File: src/rtl/booth_pkg.sv
// rtl/booth_pkg.sv - shared types and constants for the Booth dot-product accumulator
package booth_pkg;

  typedef enum logic [1:0] {
    IDLE  = 2'd0,
    ACCUM = 2'd1,
    DONE  = 2'd2
  } state_t;

  localparam int PRODUCT_WIDTH = 8;

  function automatic int count_width(input int count);
    return $clog2(count);
  endfunction

endpackage

File: src/rtl/booth_acc_adder.sv
// rtl/booth_acc_adder.sv - sign-extending adder with overflow detect; BOOTH_ACC_SATURATE_EN clamps on overflow
module booth_acc_adder
  import booth_pkg::*;
#(
  parameter int ACC_WIDTH = 12
) (
  input  logic [ACC_WIDTH-1:0]     partial,
  input  logic [PRODUCT_WIDTH-1:0] product,
  output logic [ACC_WIDTH-1:0]     product_ext,
  output logic [ACC_WIDTH-1:0]     sum,
  output logic                     overflow
);

  localparam logic [ACC_WIDTH-1:0] SAT_MAX = {1'b0, {(ACC_WIDTH-1){1'b1}}};
  localparam logic [ACC_WIDTH-1:0] SAT_MIN = {1'b1, {(ACC_WIDTH-1){1'b0}}};

  logic [ACC_WIDTH-1:0] raw;

  assign product_ext = ACC_WIDTH'($signed(product));
  assign raw         = partial + product_ext;

  // Same-sign operands producing an opposite-sign result is the only overflow case.
  assign overflow = (partial[ACC_WIDTH-1] == product_ext[ACC_WIDTH-1]) &&
                    (raw[ACC_WIDTH-1] != partial[ACC_WIDTH-1]);

`ifdef BOOTH_ACC_SATURATE_EN
  assign sum = overflow ? (partial[ACC_WIDTH-1] ? SAT_MIN : SAT_MAX) : raw;
`else
  logic [2*ACC_WIDTH-1:0] sat_unused;
  assign sat_unused = {SAT_MAX, SAT_MIN};
  assign sum = raw;
`endif

endmodule

File: src/rtl/booth_dot_accumulator.sv
// rtl/booth_dot_accumulator.sv - sums COUNT signed products per group; BOOTH_ACC_SATURATE_EN selects saturating adds
module booth_dot_accumulator
  import booth_pkg::*;
#(
  parameter int ACC_WIDTH = 12,
  parameter int COUNT     = 4
) (
  input  logic                     clock,
  input  logic                     reset_n,
  input  logic                     clear,
  input  logic                     product_valid,
  input  logic [PRODUCT_WIDTH-1:0] product,
  output logic [ACC_WIDTH-1:0]     acc_out,
  output logic                     result_valid,
  output logic                     overflow,
  output logic                     busy
);

  localparam int              CW   = count_width(COUNT);
  localparam logic [CW-1:0]   LAST = CW'(COUNT - 1);

  state_t               state;
  logic [CW-1:0]        count;
  logic [ACC_WIDTH-1:0] partial;
  logic                 overflow_run;
  logic [ACC_WIDTH-1:0] product_ext;
  logic [ACC_WIDTH-1:0] sum;
  logic                 add_overflow;

  booth_acc_adder #(.ACC_WIDTH(ACC_WIDTH)) u_adder (
    .partial     (partial),
    .product     (product),
    .product_ext (product_ext),
    .sum         (sum),
    .overflow    (add_overflow)
  );

  always_ff @(posedge clock or negedge reset_n) begin
    if (!reset_n) begin
      state        <= IDLE;
      count        <= '0;
      partial      <= '0;
      overflow_run <= 1'b0;
      acc_out      <= '0;
      overflow     <= 1'b0;
      result_valid <= 1'b0;
      busy         <= 1'b0;
    end else begin
      result_valid <= 1'b0;
      // clear wins over a same-cycle product; the last completed result is kept.
      if (clear) begin
        state        <= IDLE;
        count        <= '0;
        partial      <= '0;
        overflow_run <= 1'b0;
        busy         <= 1'b0;
      end else begin
        case (state)
          IDLE, DONE: begin
            if (product_valid) begin
              partial      <= product_ext;
              count        <= CW'(1);
              overflow_run <= 1'b0;
              state        <= ACCUM;
              busy         <= 1'b1;
            end else begin
              state <= IDLE;
              busy  <= 1'b0;
            end
          end
          ACCUM: begin
            if (product_valid) begin
              if (count == LAST) begin
                acc_out      <= sum;
                overflow     <= overflow_run | add_overflow;
                result_valid <= 1'b1;
                count        <= '0;
                partial      <= '0;
                overflow_run <= 1'b0;
                state        <= DONE;
                busy         <= 1'b0;
              end else begin
                partial      <= sum;
                count        <= count + CW'(1);
                overflow_run <= overflow_run | add_overflow;
              end
            end
          end
          default: begin
            state <= IDLE;
            busy  <= 1'b0;
          end
        endcase
      end
    end
  end

endmodule
File: config.mk
export PLATFORM = sky130hd
export DESIGN_NAME = booth_dot_accumulator
export DESIGN_NICKNAME = d
export VERILOG_FILES = /design/src/rtl/booth_pkg.sv /design/src/rtl/booth_acc_adder.sv /design/src/rtl/booth_dot_accumulator.sv
export SDC_FILE = /design/constraint.sdc
export NUM_CORES = 1
export LEC_CHECK = 0
export BUFFER_PORTS_ARGS = -buffer_cell sky130_fd_sc_hd__buf_4
export CORE_MARGIN = 5
export CORE_UTILIZATION = 25
export CTS_CLUSTER_SIZE = 28
export DETAILED_ROUTE_END_ITERATION = 12
export REMOVE_ABC_BUFFERS = 1
export SLEW_MARGIN = 10
export SYNTH_ARGS = -nofsm -noshare
export SYNTH_HDL_FRONTEND = slang
export SYNTH_HIERARCHICAL = 1
export SYNTH_SLANG_ARGS = --single-unit
export TNS_END_PERCENT = 50
File: constraint.sdc
create_clock -name clock -period 5.22 [get_ports clock]
set_input_delay 0.261 -clock clock [delete_from_list [all_inputs] [get_ports clock]]
set_output_delay 0.261 -clock clock [all_outputs]
set_load 0.1 [all_outputs]
==> results of run 1 <==
[layout make-up]
type	count	area, µm²
Clock inverter	1	5.00
Multi-Input combinational cell	150	1150
Fill cell	876	5810
Inverter	4	15.0
Sequential cell	31	776
Tap cell	105	131
Timing Repair Buffer	27	205
Clock buffer	6	82.6
[final timing paths]
check                                       startpoint                       to  slack (ps)  cells past startpoint
worst max register to register  partial[0]$_DFFE_PN0P_   partial[8]$_DFFE_PN0P_        2600                     10
min in group asynchronous                      reset_n   acc_out[8]$_DFFE_PN0P_         450                      2
worst min-delay path                             clear  partial[10]$_DFFE_PN0P_         320                      2
worst max-delay path            partial[0]$_DFFE_PN0P_   partial[8]$_DFFE_PN0P_        2600                     10
max in group asynchronous                      reset_n     state[1]$_DFFE_PN0P_        4470                      2
worst min register to register  acc_out[9]$_DFFE_PN0P_   acc_out[9]$_DFFE_PN0P_         510                      1
[power groups by stage]
stage          Sequential [mW]  Combinational (mW)  Clock, mW
3_5_place_dp             0.271               0.199          0
3_3_place_gp             0.270               0.195          0
5_1_grt                  0.268               0.216      0.208
4_1_cts                  0.266               0.200      0.200
6_report                 0.266               0.199      0.197
2_1_floorplan            0.301               0.115          0
[timing repair]
item	in CTS	in global routing
hold buffers	1	0
endpoints found under the hold margin	31	0
setup endpoints to repair	0	0
[synth_stat cells (all sizes together)]
| cell type | number | area share [%] |
|---|---|---|
| nor3 | 2 | 0.48 |
| o21ai | 6 | 1.6 |
| nand2b | 2 | 0.60 |
| a21boi | 2 | 1.3 |
| inv | 4 | 0.72 |
| mux2i | 3 | 1.4 |
| mux2 | 12 | 8.1 |
| nor2b | 15 | 4.8 |
| nand4 | 2 | 0.60 |
| o311ai | 1 | 0.42 |
| o21bai | 2 | 0.72 |
| buf | 19 | 6.7 |
| ha | 13 | 7.8 |
| xnor2 | 7 | 2.9 |
| and3 | 2 | 0.60 |
| o21a | 1 | 0.36 |
| xor2 | 3 | 1.3 |
| o22ai | 13 | 4.2 |
| or2 | 1 | 0.30 |
| a21oi | 11 | 3.3 |
| a211oi | 13 | 4.7 |
| fa | 1 | 0.95 |
| dfrtp | 31 | 37 |
| a31oi | 1 | 0.30 |
| clkbuf | 4 | 0.72 |
| and2b | 1 | 0.48 |
| or4b | 1 | 0.48 |
| nor2 | 23 | 4.1 |
| nand2 | 4 | 0.72 |
| nand3 | 8 | 2.5 |
[per-stage QoR]
step | area, µm² | hold slack, ps | utilization [%] | power [mW]
6_report | 2370 | 315 | 28.9 | 0.662
5_1_grt | 2370 | 325 | 28.9 | 0.693
4_1_cts | 2370 | 312 | 28.9 | 0.666
3_5_place_dp | 2270 | 229 | 27.7 | 0.469
3_3_place_gp | 2270 | 232 | 27.7 | 0.465
2_1_floorplan | 1940 | -34.6 | - | 0.417
[sequential cells by signal, indices dropped and copies added, names as in the netlist]
| register | count |
|---|---|
| acc_out | 12 |
| partial | 12 |
| count | 2 |
| busy | 1 |
| overflow | 1 |
| overflow_run | 1 |
| result_valid | 1 |
| state | 1 |
[cells in the final DEF (no fill, tap or decap), types with 4 or more instances in the layout]
| master | netlist | routed |
|---|---|---|
| a211oi_1 | 13 | 13 |
| a21oi_1 | 9 | 9 |
| buf_4 | 13 | 26 |
| clkbuf_8 | 0 | 6 |
| dfrtp_1 | 31 | 31 |
| ha_1 | 13 | 13 |
| inv_1 | 4 | 4 |
| mux2_4 | 9 | 9 |
| nand2_1 | 4 | 4 |
| nand3_1 | 7 | 7 |
| nor2_1 | 23 | 23 |
| nor2b_1 | 14 | 14 |
| o21ai_0 | 5 | 5 |
| o22ai_1 | 12 | 12 |
| xnor2_1 | 7 | 7 |
[cell families after synthesis]
kind of cell / count (synthesis) / synth area share (%)
adders and majority gates: 14 / 8.71
xor gates and xnor gates: 10 / 4.18
muxes: 15 / 9.49
AOI/OAI and AO/OA: 50 / 16.8
DFF: 31 / 37.0
and+or+nand+nor: 61 / 15.7
buffers and inverters: 27 / 8.11
[routing by layer]
layer	track usage (%)	up-vias	routed length, µm
met5	0	-	0
met4	4.09	0	90
met1	12.8	770	2360
met2	14.5	36	2120
li1	-	752	-
met3	2.75	8	280
==> impl_metrics.yaml, run 1 <==
worst_setup_path:
  critPathLaunchType: "flip-flop"
  crit_slowest_cell: "fa_1"
  cpPeakStageDelay_ps: 450
  cp_max_fo: 2
  crit_family: "compound AO/OA/AOI/OAI gates"
  path_buf_inv: 0
  crit_arrival_ps: 2820
  worstPathCellList: "ha_1, fa_1, a21oi_4, o22ai_2, o21ai_2, or4b_1, o311ai_1, nor2b_1, o22ai_1, a211oi_1"
  crit_path_end_kind: "flip-flop"
  path_class: "flip-flop to flip-flop"
  required_ps: 5420
finish:
  drive_gt1_share_pct: 24.7
  antenna_cells: 0
  final_cells: 324
  area_growth_pct: 12.8
  fin_nets: 245
sta:
  drv_slew: 0
  setup_viol: 0
  max_freq_ghz: 0.382
  final_hold_viol_count: 0
  finalCritPeriodShare_pct: 50.1
  setup_slack_ps: 2600
  rsz0062_at_grt: "no"
  timing.setup.tns_ps: 0
  worstMarginPinSlew_ps: 713
  fin_crit_ps: 2620
  skew_ps: 8.12
  max-slew-margin-rel_pct: 52.5
floorplan:
  ioPinCount: 27
  start_util_pct: 25.7
  die_w_um: 102
  die_y_um: 102
  rows: 33
  die_area_um2: 10300
  core_area_um2: 8180
global_routing:
  first_global_vias: 1535
  grt_pass1_wl_um: 7790
  antenna_found_initial: 0
  grt_usage_pct: 9.61
  grt_max_degree: 32
  grt_remaining_overflow: 0
yosys:
  ys_ff_latch: 31
  ys_types: 40
  yosysWarnings: 6
  syn_inst: 208
  ys_seq_area_share_pct: 37.0
  syn_avg_cell_area_um2: 10.1
  syn_area_um2: 2100
clock_tree:
  tritoncts: "yes"
  post-cts-setup-buffer-count: 0
  clock_sinks: 31
  numCtsBuffers: 5
  postCtsResizedCells: 0
  htreeDepth: 2
  clkTransAtPathRegs_ps: 70
  cts_buffer_depth: 2
  clock_latency_ps: 290
  clk_root_buffer_cell: "clkbuf_8"
run_status:
  status: "finished clean"
placement:
  gp_congestion: 0.804
  dp_hpwl_um: 3290
  pre_cts_ws_ps: 2630
  dp_cells: 316
  io_buffers: 26
routing:
  vias_per_cell: 4.83
  dr.pass1.iters: 4
  wl_per_cell_um: 15.0
  drc: 0
  vias: 1566
  initialDrtViolationCount: 66
  routed_wl_um: 4860
  ant_nets: 0
pwr:
  swShare_pct: 34.3
  leakagePower_nw: 1.11
  p_int_uw: 435
  pwr-share-comb_pct: 30.0
  seqPwrFrac_pct: 40.2
  irDropWorstVdd_uv: 97.7
  p_clk_share_pct: 29.7
  p_per_area_nw_per_um2: 280
  p_sw_uw: 227
flow_run:
  max-cap-violations: 0
min_path:
  hp-class: "input pin to flip-flop"
(Power assumes the default switching activity.)
==> inputs of run 2 (changes only) <==
- clock period: 5.22 -> 2.3 ns (I/O delays scaled with it)
==> run 2 against run 1 <==
  * The flow now finishes with violations (negative setup slack)
  * Core utilization up 1.9 points
  * Cell area up 6.7%
  * Hold slack worse by 150 ps
  * Global-route usage up 0.35 points
  * Clock skew up 2.2 ps
  * Flip-flop and latch count unchanged
  * Clock-buffer cell count unchanged
  * Combinational power rose to 2.6 times the previous value
  * Non-clock buffer count up 12
  * Worst setup slack worse by 2800 ps
==> impl_metrics.yaml, run 2 (synthesized netlist as in run 1, its figures left out) <==
run_status:
  status: "finished, violations left"
  violations: "negative setup slack"
finish:
  final_area_um2: 2520
  fin_nets: 257
  layout_common_cells: "buf_4, dfrtp_1, nor2_1"
  reg_top3: "acc_out x12, partial x12, count x2"
  drive_gt1_share_pct: 31.5
  final_common_cell: "buf_4"
  final_cells: 337
  n_fill_cell: 863
  post-route-util_pct: 30.9
  area_growth_pct: 20.4
  antenna_cells: 0
floorplan:
  rows: 33
  die_area_um2: 10300
  die_w_um: 102
  core_area_um2: 8180
  ioPinCount: 27
  die_y_um: 102
  start_util_pct: 25.7
clock_tree:
  htreeDepth: 2
  tritoncts: "yes"
  clk_root_buffer_cell: "clkbuf_8"
  cts_buffer_depth: 2
  clock_sinks: 31
  clock_latency_ps: 290
  clkTransAtPathRegs_ps: 70
  numCtsBuffers: 5
sta:
  skew_ps: 10.4
  max_freq_ghz: 0.408
  finalCritPeriodShare_pct: 107
  timing.setup.tns_ps: -156
  drv_slew: 0
  max-slew-margin-rel_pct: 58.2
  fin_crit_ps: 2450
  rsz0062_at_grt: "yes"
  hold_ws_ps: 161
  final_hold_viol_count: 0
  worstMarginPinSlew_ps: 628
  setup_viol: 2
  setup_slack_ps: -151
placement:
  place_area_um2: 2350
  dp_hpwl_um: 3290
  dp_cells: 327
  gp_congestion: 0.812
  io_buffers: 26
  pre_cts_ws_ps: -247
worst_setup_path:
  path_class: "flip-flop to flip-flop"
  crit_arrival_ps: 2650
  cp_max_fo: 2
  required_ps: 2500
  crit_path_end_kind: "flip-flop"
  critPathLaunchType: "flip-flop"
pwr:
  pwr-share-comb_pct: 30.9
  leakagePower_nw: 1.19
  p_int_mw: 1.15
  p_clk_share_pct: 33.6
  swShare_pct: 31.6
  seqPwrFrac_pct: 35.5
  p_per_area_nw_per_um2: 665
  irDropWorstVdd_uv: 255
  power_mw: 1.68
  p_sw_uw: 530
flow_run:
  max-cap-violations: 0
global_routing:
  grt_max_degree: 32
  antenna_found_initial: 0
  grt_remaining_overflow: 0
  grt_usage_pct: 9.96
  grt_pass1_wl_um: 8140
  first_global_vias: 1677
routing:
  vias_per_cell: 4.77
  routed_wl_um: 4820
  wl_per_cell_um: 14.3
  vias: 1609
  dr.pass1.iters: 4
  ant_nets: 0
  initialDrtViolationCount: 40
  drc: 0
min_path:
  hp-class: "input pin to flip-flop"
## run 2: layer usage
metal	global-route usage (%)	wire (µm)	part of all wire (%)	vias up
met4	3.58	61	1.3	0
li1	-	-	-	775
met1	12.1	2260	47	798
met3	3.44	248	5.1	6
met5	0	0	0	-
met2	16.4	2250	47	30
## run 2: layout make-up
type | instances | area, µm² | share of cell area, %
clock inverters | 2 | 35.0 | 1.39
inverters | 4 | 15.0 | 0.595
multi-input cells | 150 | 1190 | 47.1
repair buffers | 39 | 295 | 11.7
well taps | 105 | 131 | 5.20
clock buffers | 6 | 82.6 | 3.27
flip-flops and latches | 31 | 776 | 30.7
## run 2: timing repair
| item | CTS | global route |
|---|---|---|
| resized for setup | 3 | 4 |
| hold buffers | 1 | 0 |
| endpoints found under the hold margin | 31 | 0 |
| setup buffers | 0 | 1 |
| endpoints found under the setup margin | 5 | 7 |
| pin swaps | 0 | 3 |
## run 2: power groups by stage
stage	logic, mW	clock network, mW	registers, mW
floorplan	0.262	0	0.684
global placement	0.487	0	0.605
detailed placement	0.495	0	0.606
CTS	0.506	0.582	0.595
global route	0.565	0.605	0.599
finish	0.520	0.563	0.596
## run 2: final timing paths
| path | startpoint | end | slack (ps) | cells past startpoint |
|---|---|---|---|---|
| worst min register to register | acc_out[9]$_DFFE_PN0P_ | acc_out[9]$_DFFE_PN0P_ | 510 | 1 |
| worst max-delay path | partial[0]$_DFFE_PN0P_ | partial[8]$_DFFE_PN0P_ | -150 | 10 |
| max in group asynchronous | reset_n | partial[1]$_DFFE_PN0P_ | 1690 | 2 |
| worst max register to register | partial[0]$_DFFE_PN0P_ | partial[8]$_DFFE_PN0P_ | -150 | 10 |
| min in group asynchronous | reset_n | acc_out[8]$_DFFE_PN0P_ | 310 | 2 |
| worst min-delay path | clear | partial[6]$_DFFE_PN0P_ | 160 | 2 |
## run 2: worst max-delay path, stage by stage, from the launching register on
cell	delay (ps)
dfrtp_1	410
ha_4	170
fa_2	370
a21oi_4	150
o22ai_2	110
o21ai_2	130
or4b_4	470
o311ai_2	100
nor2b_1	170
o22ai_1	80
a211oi_1	190
==> inputs of run 3 (changes only) <==
- CORE_ASPECT_RATIO: unset -> 0.7
- clock period: 2.3 -> 2.04 ns (I/O delays scaled with it)
==> run 3 against run 2 <==
  * The run still ends with negative setup slack left
  * Largest power group is now the clock network
  * Sequential share of layout area is 4.0 points lower
  * Non-clock buffer count is 27 higher
  * Cell area is 15% higher
  * Cell count is 8.0% higher
==> impl_metrics.yaml, run 3 (synthesized netlist as in run 1, its figures left out) <==
sta:
  finalCritPeriodShare_pct: 121
  setup_slack_ps: -437
  setup_viol: 13
  drv_slew: 0
  fin_crit_ps: 2480
  max_freq_ghz: 0.404
  final_hold_viol_count: 0
  skew_ps: 5.68
  max-slew-margin-rel_pct: 53.7
  rsz0062_at_grt: "yes"
  worstMarginPinSlew_ps: 694
routing:
  initialDrtViolationCount: 69
  vias: 1702
  vias_per_cell: 4.68
  drc: 0
  ant_nets: 0
  routed_wl_um: 5310
  wl_per_cell_um: 14.6
  dr.pass1.iters: 4
floorplan:
  start_util_pct: 25.3
  die_w_um: 119
  die_y_um: 86.6
  ioPinCount: 27
  core_area_um2: 8300
  die_area_um2: 10300
  rows: 28
global_routing:
  first_global_vias: 1706
  grt_usage_pct: 10.9
  antenna_found_initial: 0
  grt_remaining_overflow: 0
  grt_pass1_wl_um: 8890
  grt_max_degree: 32
pwr:
  p_int_mw: 1.63
  leakagePower_nw: 1.37
  swShare_pct: 29.7
  p_sw_uw: 690
  seqPwrFrac_pct: 29.1
  p_per_area_nw_per_um2: 801
  p_clk_share_pct: 38.1
  irDropWorstVdd_uv: 332
  pwr-share-comb_pct: 32.9
clock_tree:
  tritoncts: "yes"
  cts_buffer_depth: 2
  clock_latency_ps: 280
  numCtsBuffers: 5
  htreeDepth: 2
  clkTransAtPathRegs_ps: 50
  clk_root_buffer_cell: "clkbuf_16"
  clock_sinks: 31
worst_setup_path:
  critPathLaunchType: "flip-flop"
  r2r_end: "partial[8]$_DFFE_PN0P_"
  cpPeakStageDelay_ps: 490
  crit_arrival_ps: 2670
  crit_slowest_cell: "or4b_4"
  ff2ff_path_depth: 10
  startpoint: "partial[0]$_DFFE_PN0P_"
  ff2ff_setup_slack_ps: -440
  r2r-start: "partial[0]$_DFFE_PN0P_"
  cp_max_fo: 2
  cp-endpoint: "partial[8]$_DFFE_PN0P_"
  crit_path_end_kind: "flip-flop"
  required_ps: 2240
  path_class: "flip-flop to flip-flop"
  worstPathCellList: "ha_2, fa_2, a21oi_4, o22ai_2, o21ai_2, or4b_4, o311ai_4, nor2b_1, o22ai_1, a211oi_2"
finish:
  drive_gt1_share_pct: 45.9
  final_cells: 364
  post-route-util_pct: 34.9
  final_area_um2: 2900
  layout_common_cells: "buf_4, dfrtp_1, nor2_1"
  final_common_cell: "buf_4"
  fin_nets: 284
  area_growth_pct: 38.4
  antenna_cells: 0
  reg_top3: "acc_out x12, partial x12, count x2"
min_path:
  hp-class: "input pin to flip-flop"
  min_from: "clear"
run_status:
  violations: "negative setup slack"
  status: "finished, violations left"
flow_run:
  max-cap-violations: 0
placement:
  io_buffers: 26
  place_area_um2: 2490
  pre_cts_ws_ps: -534
  dp_hpwl_um: 3600
  gp_congestion: 0.805
  dp_cells: 346
run 3: power by group through the flow:
stage	sequential (mW)	combinational (mW)	clock, mW
after floorplan	0.771	0.295	0
after global placement	0.681	0.634	0
after detailed placement	0.683	0.646	0
after CTS	0.673	0.690	0.905
after global routing	0.680	0.830	0.931
final	0.675	0.763	0.884
run 3: worst min path at each step:
| stage | to | slack [ps] | cells past startpoint |
|---|---|---|---|
| 2_1_floorplan | acc_out[0]$_DFFE_PN0P_ | -190 | 0 |
| 3_3_place_gp | acc_out[7]$_DFFE_PN0P_ | 70 | 1 |
| 3_5_place_dp | acc_out[7]$_DFFE_PN0P_ | 70 | 1 |
| 4_1_cts | count[1]$_DFFE_PN0P_ | 160 | 2 |
| 5_1_grt | partial[6]$_DFFE_PN0P_ | 190 | 2 |
| 6_report | partial[11]$_DFFE_PN0P_ | 180 | 2 |
run 3: cell type report:
class | instances | area [µm²]
sequential | 31 | 776
fill | 833 | 5400
timing repair buffer | 66 | 502
tap | 105 | 131
clock buffer | 6 | 139
inverter | 4 | 15.0
multi-input combinational | 150 | 1300
clock inverter | 2 | 35.0
run 3: through the flow:
step / hold WS (ps) / power [mW] / TNS (ps)
floorplan: -194 / 1.07 / -2360
finish: 177 / 2.32 / -2240
global placement: 72.8 / 1.32 / -1980
CTS: 162 / 2.27 / -1220
global route: 194 / 2.44 / -4120
detailed placement: 73.9 / 1.33 / -2440
run 3: routing by layer:
layer  up-vias  share of wire, %  wire length [µm]  global-route usage [%]
met3         5               5.5               293                    3.52
met5         -                 0                 0                       0
met1       831                51              2700                    15.4
met4         0               1.1                58                    3.12
met2        36                42              2250                    15.7
li1        830                 -                 -                       -
run 3: repair_timing:
| action | CTS | global route |
|---|---|---|
| hold buffers | 1 | 0 |
| setup endpoints to repair | 16 | 19 |
| resized for setup | 12 | 21 |
| setup buffers | 4 | 5 |
| endpoints found under the hold margin | 31 | 0 |
| gates cloned | 0 | 0 |
| pin swaps | 8 | 8 |
run 3: critical path: cells and delay by family, from the launching register on:
family,cells,cell delay [ps]
fa+ha+maj,2,560
simple gates,2,650
flops,1,380
compound gates,6,820
